### src/rtl/fir_sample_fifo.sv
// Circular sample buffer answering FIFO_write/FIFO_read from the FIR control unit; dout is registered (1-cycle read latency).
// No backpressure: rejected writes/reads are dropped and flagged by one-cycle overflow/underflow pulses; write into full succeeds with a same-cycle read.
module fir_sample_fifo #(
  parameter int DATA_WIDTH = 16,
  parameter int DEPTH      = 8,
  parameter int ADDR_WIDTH = 3
) (
  input  logic                  CLK,
  input  logic                  RST,
  input  logic                  FIFO_write,
  input  logic                  FIFO_read,
  input  logic [DATA_WIDTH-1:0] din,
  output logic [DATA_WIDTH-1:0] dout,
  output logic                  valid_out,
  output logic                  full,
  output logic                  empty,
  output logic [ADDR_WIDTH:0]   count,
  output logic                  overflow,
  output logic                  underflow
);

  localparam logic [ADDR_WIDTH:0] FULL_CNT = (ADDR_WIDTH + 1)'(DEPTH);

  logic [DATA_WIDTH-1:0] mem [DEPTH];
  logic [ADDR_WIDTH-1:0] wr_ptr;
  logic [ADDR_WIDTH-1:0] rd_ptr;
  logic                  rd_ok;
  logic                  wr_ok;
  logic [ADDR_WIDTH:0]   count_nxt;

  // Accept decisions use registered flags only, so no strobe reaches an output combinationally.
  always_comb begin
    rd_ok     = FIFO_read & ~empty;
    wr_ok     = FIFO_write & (~full | rd_ok);
    count_nxt = count;
    if (wr_ok & ~rd_ok)
      count_nxt = count + 1'b1;
    else if (rd_ok & ~wr_ok)
      count_nxt = count - 1'b1;
  end

  // Storage is deliberately not reset; pointers define what is valid.
  always_ff @(posedge CLK) begin
    if (wr_ok)
      mem[wr_ptr] <= din;
  end

  always_ff @(posedge CLK or negedge RST) begin
    if (!RST) begin
      wr_ptr    <= '0;
      rd_ptr    <= '0;
      count     <= '0;
      empty     <= 1'b1;
      full      <= 1'b0;
      dout      <= '0;
      valid_out <= 1'b0;
      overflow  <= 1'b0;
      underflow <= 1'b0;
    end else begin
      if (wr_ok)
        wr_ptr <= wr_ptr + 1'b1;
      if (rd_ok) begin
        rd_ptr <= rd_ptr + 1'b1;
        dout   <= mem[rd_ptr];
      end
      valid_out <= rd_ok;
      count     <= count_nxt;
      empty     <= (count_nxt == '0);
      full      <= (count_nxt == FULL_CNT);
      overflow  <= FIFO_write & ~wr_ok;
      underflow <= FIFO_read & ~rd_ok;
    end
  end

endmodule

### config.mk
export PLATFORM = sky130hd
export DESIGN_NAME = fir_sample_fifo
export DESIGN_NICKNAME = d
export VERILOG_FILES = /design/src/rtl/fir_sample_fifo.sv
export SDC_FILE = /design/constraint.sdc
export NUM_CORES = 1
export LEC_CHECK = 0
export ABC_CLOCK_PERIOD_IN_PS = 7400
export CORE_UTILIZATION = 62
export CTS_BUF_LIST = sky130_fd_sc_hd__clkbuf_2
export DETAILED_ROUTE_END_ITERATION = 8
export DONT_BUFFER_PORTS = 1
export HOLD_SLACK_MARGIN = 0.03
export PLACE_DENSITY = 0.79
export SKIP_CTS_REPAIR_TIMING = 1
export SLEW_MARGIN = 25
export SYNTH_ARGS = -nofsm -noshare
export SYNTH_HDL_FRONTEND = slang
export SYNTH_SLANG_ARGS = --single-unit
export TNS_END_PERCENT = 1
### constraint.sdc
create_clock -name CLK -period 7.4 [get_ports CLK]
set_input_delay 1.48 -clock CLK [delete_from_list [all_inputs] [get_ports CLK]]
set_output_delay 1.48 -clock CLK [all_outputs]
set_load 0.005 [all_outputs]
== After elaboration in Yosys (flattened, before gate mapping) ==
Memory sizes are Yosys's and may differ from the RTL's. A register that Yosys moved wholly into a read port is not among the register bits.
Cells that the tools add are included.

* Bitwise operators: 11
* Muxes and demuxes: 4
* Equal/unequal tests: 1
* Reductions and logical operators: 2
* $add $sub $neg: 4

{| class="wikitable"
|+ Operators with widths
! operator !! number
|-
| $mux W4 || 2
|-
| $add A3 B1 Y3 const B || 2
|-
| $and A1 B1 Y1 || 6
|-
| $add A4 B1 Y4 const B || 1
|-
| $eq A4 B4 Y1 const B || 1
|-
| $logic_not A4 Y1 || 1
|-
| $not A1 Y1 || 4
|-
| $sub A4 B1 Y4 const B || 1
|-
| $mux W1 || 2
|-
| $logic_not A1 Y1 || 1
|-
| $or A1 B1 Y1 || 1
|}

* Logic and storage cells: 31
* RAM bits: 128
* Input bits: 20
* Flip-flop bits (word level): 15
* Memories: 1
* Output and inout bits: 25

{| class="wikitable"
|+ Memories
! name !! depth !! bits a word !! read ports !! clocked after Yosys merged registers in !! write ports !! RTL line !! text
|-
| mem || 8 || 16 || 1 || 1 || 1 || 24 || <nowiki>logic [DATA_WIDTH-1:0] mem [DEPTH];</nowiki>
|}

== Logic depth before layout (Yosys ltp) ==
* Word-level depth: 9
* Gate-level depth with buffers: 8
* Mapped depth without buffers: 6

== Worst setup path before layout ==
Ideal clock, no wire load.

* Path kind: input -> register
* Start point: input FIFO_read
* End point: memory mem[1][0] (enable)
* Path slack: 3.709 ns
* Library setup time: 0.409 ns
* Buffers on the path: 1
* Data arrival time: 3.282 ns
* Data required time: 6.991 ns
* Stages on the path: 5
* Cell sequence: nand2b_2 buf_6 a21oi_1 nand2_1 nor3_1

* Cells in the longest elaborated chain, start to end: 5

{| class="wikitable"
|+ Ends and longest elaborated chain
! what !! RTL line !! text
|-
| start: declaration || 11 || <nowiki>input logic FIFO_read,</nowiki>
|-
| $and A1 B1 Y1 || 33 || <nowiki>rd_ok = FIFO_read & ~empty;</nowiki>
|-
| $or A1 B1 Y1 || 34 || <nowiki>wr_ok = FIFO_write & (~full | rd_ok);</nowiki>
|-
| $and A1 B1 Y1 || 34 ||
|-
| $mux W1 || 44 || <nowiki>if (wr_ok)</nowiki>
|-
| $mux W1 (not written as such) || 45 || <nowiki>mem[wr_ptr] <= din;</nowiki>
|-
| end: declaration || 24 ||
|}

No other way between the ends.

== Worst setup path after layout ==
* Start point: input FIFO_read
* End point: memory mem[3][15] (enable)

Same word-level chain as after synthesis.

==> impl_metrics.py <==
metrics = {
    "die": {
        "io_pins": 45,
        "core_um2": 9370,
        "dieArea_um2": 10200,
        "die_y_um": 101,
        "rows": 35,
        "initial_core_util": 0.651,
        "die_w_um": 101,
    },
    "clock_network": {
        "clkLatencyLatePin_ns": 0.68,
        "cts_num_sinks": 159,
        "cts_made_buffers": 17,
        "tritoncts": "built",
        "clk_path_buf_depth": 2,
        "root_buffer": "clkbuf_2",
        "path_clk_slew_ns": 0.25,
        "h-tree-depth": 4,
    },
    "sta": {
        "rsz0062_at_grt": "no",
        "period_needed_ns": 3.28,
        "setup_tns_ns": 0,
        "fmax_mhz": 305,
        "whs_ns": 0.441,
        "fin_ws_ns": 4.12,
        "finalCritPeriodShare": 0.443,
        "slew_violations": 0,
        "slew_headroom": 0.414,
        "timing.final.hold_violations": 0,
        "setup_viol": 0,
        "worst_pin_slew_ns": 0.878,
        "fin_skew_ns": 0.0349,
    },
    "placement": {
        "dpl.cell_count": 430,
        "placed_cell_area_um2": 6250,
        "place_hpwl_mm": 6.82,
        "portBuffers": 0,
        "gp_congestion": 0.765,
        "place_ws_ns": 3.41,
    },
    "synth": {
        "syn-num-nets": 331,
        "syn_area_um2": 6100,
        "synth_edf_count": 128,
        "ys.flop_type": "edfxtp_1",
        "synth_cells": 307,
        "synth_top_area_frac": 0.630,
        "yosys.area.top_type": "edfxtp_1",
        "synth.distinct_cells": 33,
        "synth-seq-cells": 159,
        "ys_async_sr_fraction": 0.195,
        "synth.most_common_cell": "edfxtp_1",
        "synthTopCellsByArea": "edfxtp_1, dfrtp_1, mux4_2, mux2i_1, nand2_1",
        "ys_warn_count": 0,
        "yosysSeqAreaShare": 0.757,
        "synth_common_cells": "edfxtp_1, mux4_2, dfrtp_1, nand2_1, mux2i_1",
        "syn_area_per_cell_um2": 19.9,
    },
    "detailed_routing": {
        "drtIter0Drc": 255,
        "num_vias": 2819,
        "wl_mm": 10.8,
        "drtAntennaViolNets": 0,
        "vias_per_cell": 6.10,
        "drcViolationCount": 0,
        "drt-wirelength-per-cell_um": 23.5,
        "dr.pass1.iters": 5,
    },
    "cells_and_area": {
        "stdcell_count": 462,
        "diodes": 0,
        "nNetsFinal": 344,
        "post-route-cell-area_um2": 6500,
        "drive_gt1_frac": 0.249,
        "nFillCells": 612,
        "final-seq-area_um2": 4620,
        "area_growth_pct": 6.44,
        "multiInputGateArea_um2": 1390,
    },
    "power": {
        "power_frac_seq": 0.553,
        "clkPwrFrac": 0.194,
        "p_sw_mw": 0.770,
        "power.density_nw_per_um2": 369,
        "comb_power_share": 0.253,
        "leakage_nw": 2.23,
        "swShare": 0.321,
        "peakVddDrop_mv": 0.216,
        "power.internal_mw": 1.63,
    },
    "worst_setup_path": {
        "critPathLaunchType": "primary input",
        "worst_setup_path_end_kind": "register",
        "crit_required_ns": 7.79,
        "crit_type": "in2reg",
        "crit_arrival_ns": 3.67,
        "crit_fanout": 37,
        "r2r_setup_slack_ns": 4.40,
        "r2r-start": "empty",
        "ff2ff_path_depth": 5,
        "r2r-end": "mem[3][15]",
    },
    "global_routing": {
        "grt_pass1_vias": 2823,
        "grt_antenna_before_repair": 0,
        "grt_start_max_net_pins": 38,
        "grt_first_pass_wirelength_mm": 16.8,
        "grt_usage": 0.240,
        "gr-total-overflow": 0,
    },
    "hold_path": {
        "holdCritPathClass": "in2async",
    },
    "status": {
        "status": "finished, final reports clean",
    },
    "flow_run": {
        "max_cap_violations": 0,
    },
}
-- worst max-delay path by stage --
| stage | startpoint | endpoint | slack (ns) | depth (start not counted) |
|---|---|---|---|---|
| 6_report | FIFO_read | mem[3][15] | 4.12 | 5 |
| 5_1_grt | FIFO_read | mem[3][15] | 3.94 | 5 |
| 4_1_cts | FIFO_read | mem[3][15] | 4.15 | 5 |
| 3_5_place_dp | FIFO_read | mem[3][14] | 3.41 | 5 |
| 3_3_place_gp | FIFO_read | mem[2][8] | 3.26 | 4 |
| 2_1_floorplan | FIFO_read | mem[1][0] | 3.71 | 5 |
-- worst max-delay path, cell delays in order --
cell and delay [ns]:
nand2b_2 0.39, a21oi_1 0.61, nand2_1 0.26, nor2_1 0.60, buf_4 0.32
-- layout by cell type, fill, tap and decap left out, drive strengths merged --
master	n
a21o	1
a21oi	3
a32o	1
and2	1
buf	8
bufinv	2
clkbuf	17
clkinv	6
clkinvlp	2
dfrtp	30
dfstp	1
edfxtp	128
ha	4
inv	10
mux2	1
mux2i	16
mux4	32
nand2	25
nand2b	4
nor2	7
nor3	3
nor4	3
nor4b	1
o211ai	1
o21ai	17
o31ai	1
or2b	1
xnor2	5
xor2	2
-- sequential cells by signal, indices dropped and copies added (netlist names) --
register and cells:
dout 16, overflow 1, rd_ptr 3, count 4, valid_out 1, mem 128
full 1, wr_ptr 3, underflow 1, empty 1
-- power groups by stage --
stage	registers, mW	clock network, mW	logic [mW]
final	1.32	0.466	0.606
after floorplan	1.25	0	0.543
after global routing	1.35	0.513	0.664
after CTS	1.33	0.477	0.616
after detailed placement	1.35	0	0.616
after global placement	1.34	0	0.588
-- final cells by class --
cell class / instances / share of cell area
clock inverters: 15 / 0.0243
multi-input cells: 129 / 0.213
repair buffers: 8 / 0.00924
well taps: 129 / 0.0248
flip-flops and latches: 159 / 0.712
inverters: 5 / 0.00327
clock buffers: 17 / 0.0131
-- metrics by stage --
step           power, mW  utilization
2_1_floorplan       1.80            -
3_3_place_gp        1.93        0.666
3_5_place_dp        1.96        0.667
4_1_cts             2.42        0.693
5_1_grt             2.53        0.693
6_report            2.40        0.693
-- per-layer routing --
layer / wire length [um] / track usage / part of all wire / up-vias
met5: 0 / 0 / 0 / -
li1: - / - / - / 1241
met3: 960 / 0.0732 / 0.089 / 14
met1: 4600 / 0.359 / 0.42 / 1427
met4: 152 / 0.0792 / 0.014 / 0
met2: 5130 / 0.344 / 0.47 / 137
-- kinds of logic (layout without fill, tap and decap cells) --
| logic type | Yosys count | after routing | share of synthesized area |
|---|---|---|---|
| multiplexers | 49 | 49 | 0.146 |
| flip-flops | 159 | 159 | 0.757 |
| AND/OR/NAND/NOR | 45 | 45 | 0.0365 |
| buffers and inverters | 19 | 45 | 0.0189 |
| XOR/XNOR | 7 | 7 | 0.0113 |
| AO/OA/AOI/OAI | 24 | 24 | 0.0219 |
| adder cells (fa/ha/maj) | 4 | 4 | 0.00820 |
Note: power is estimated with default switching activity, not from simulation.
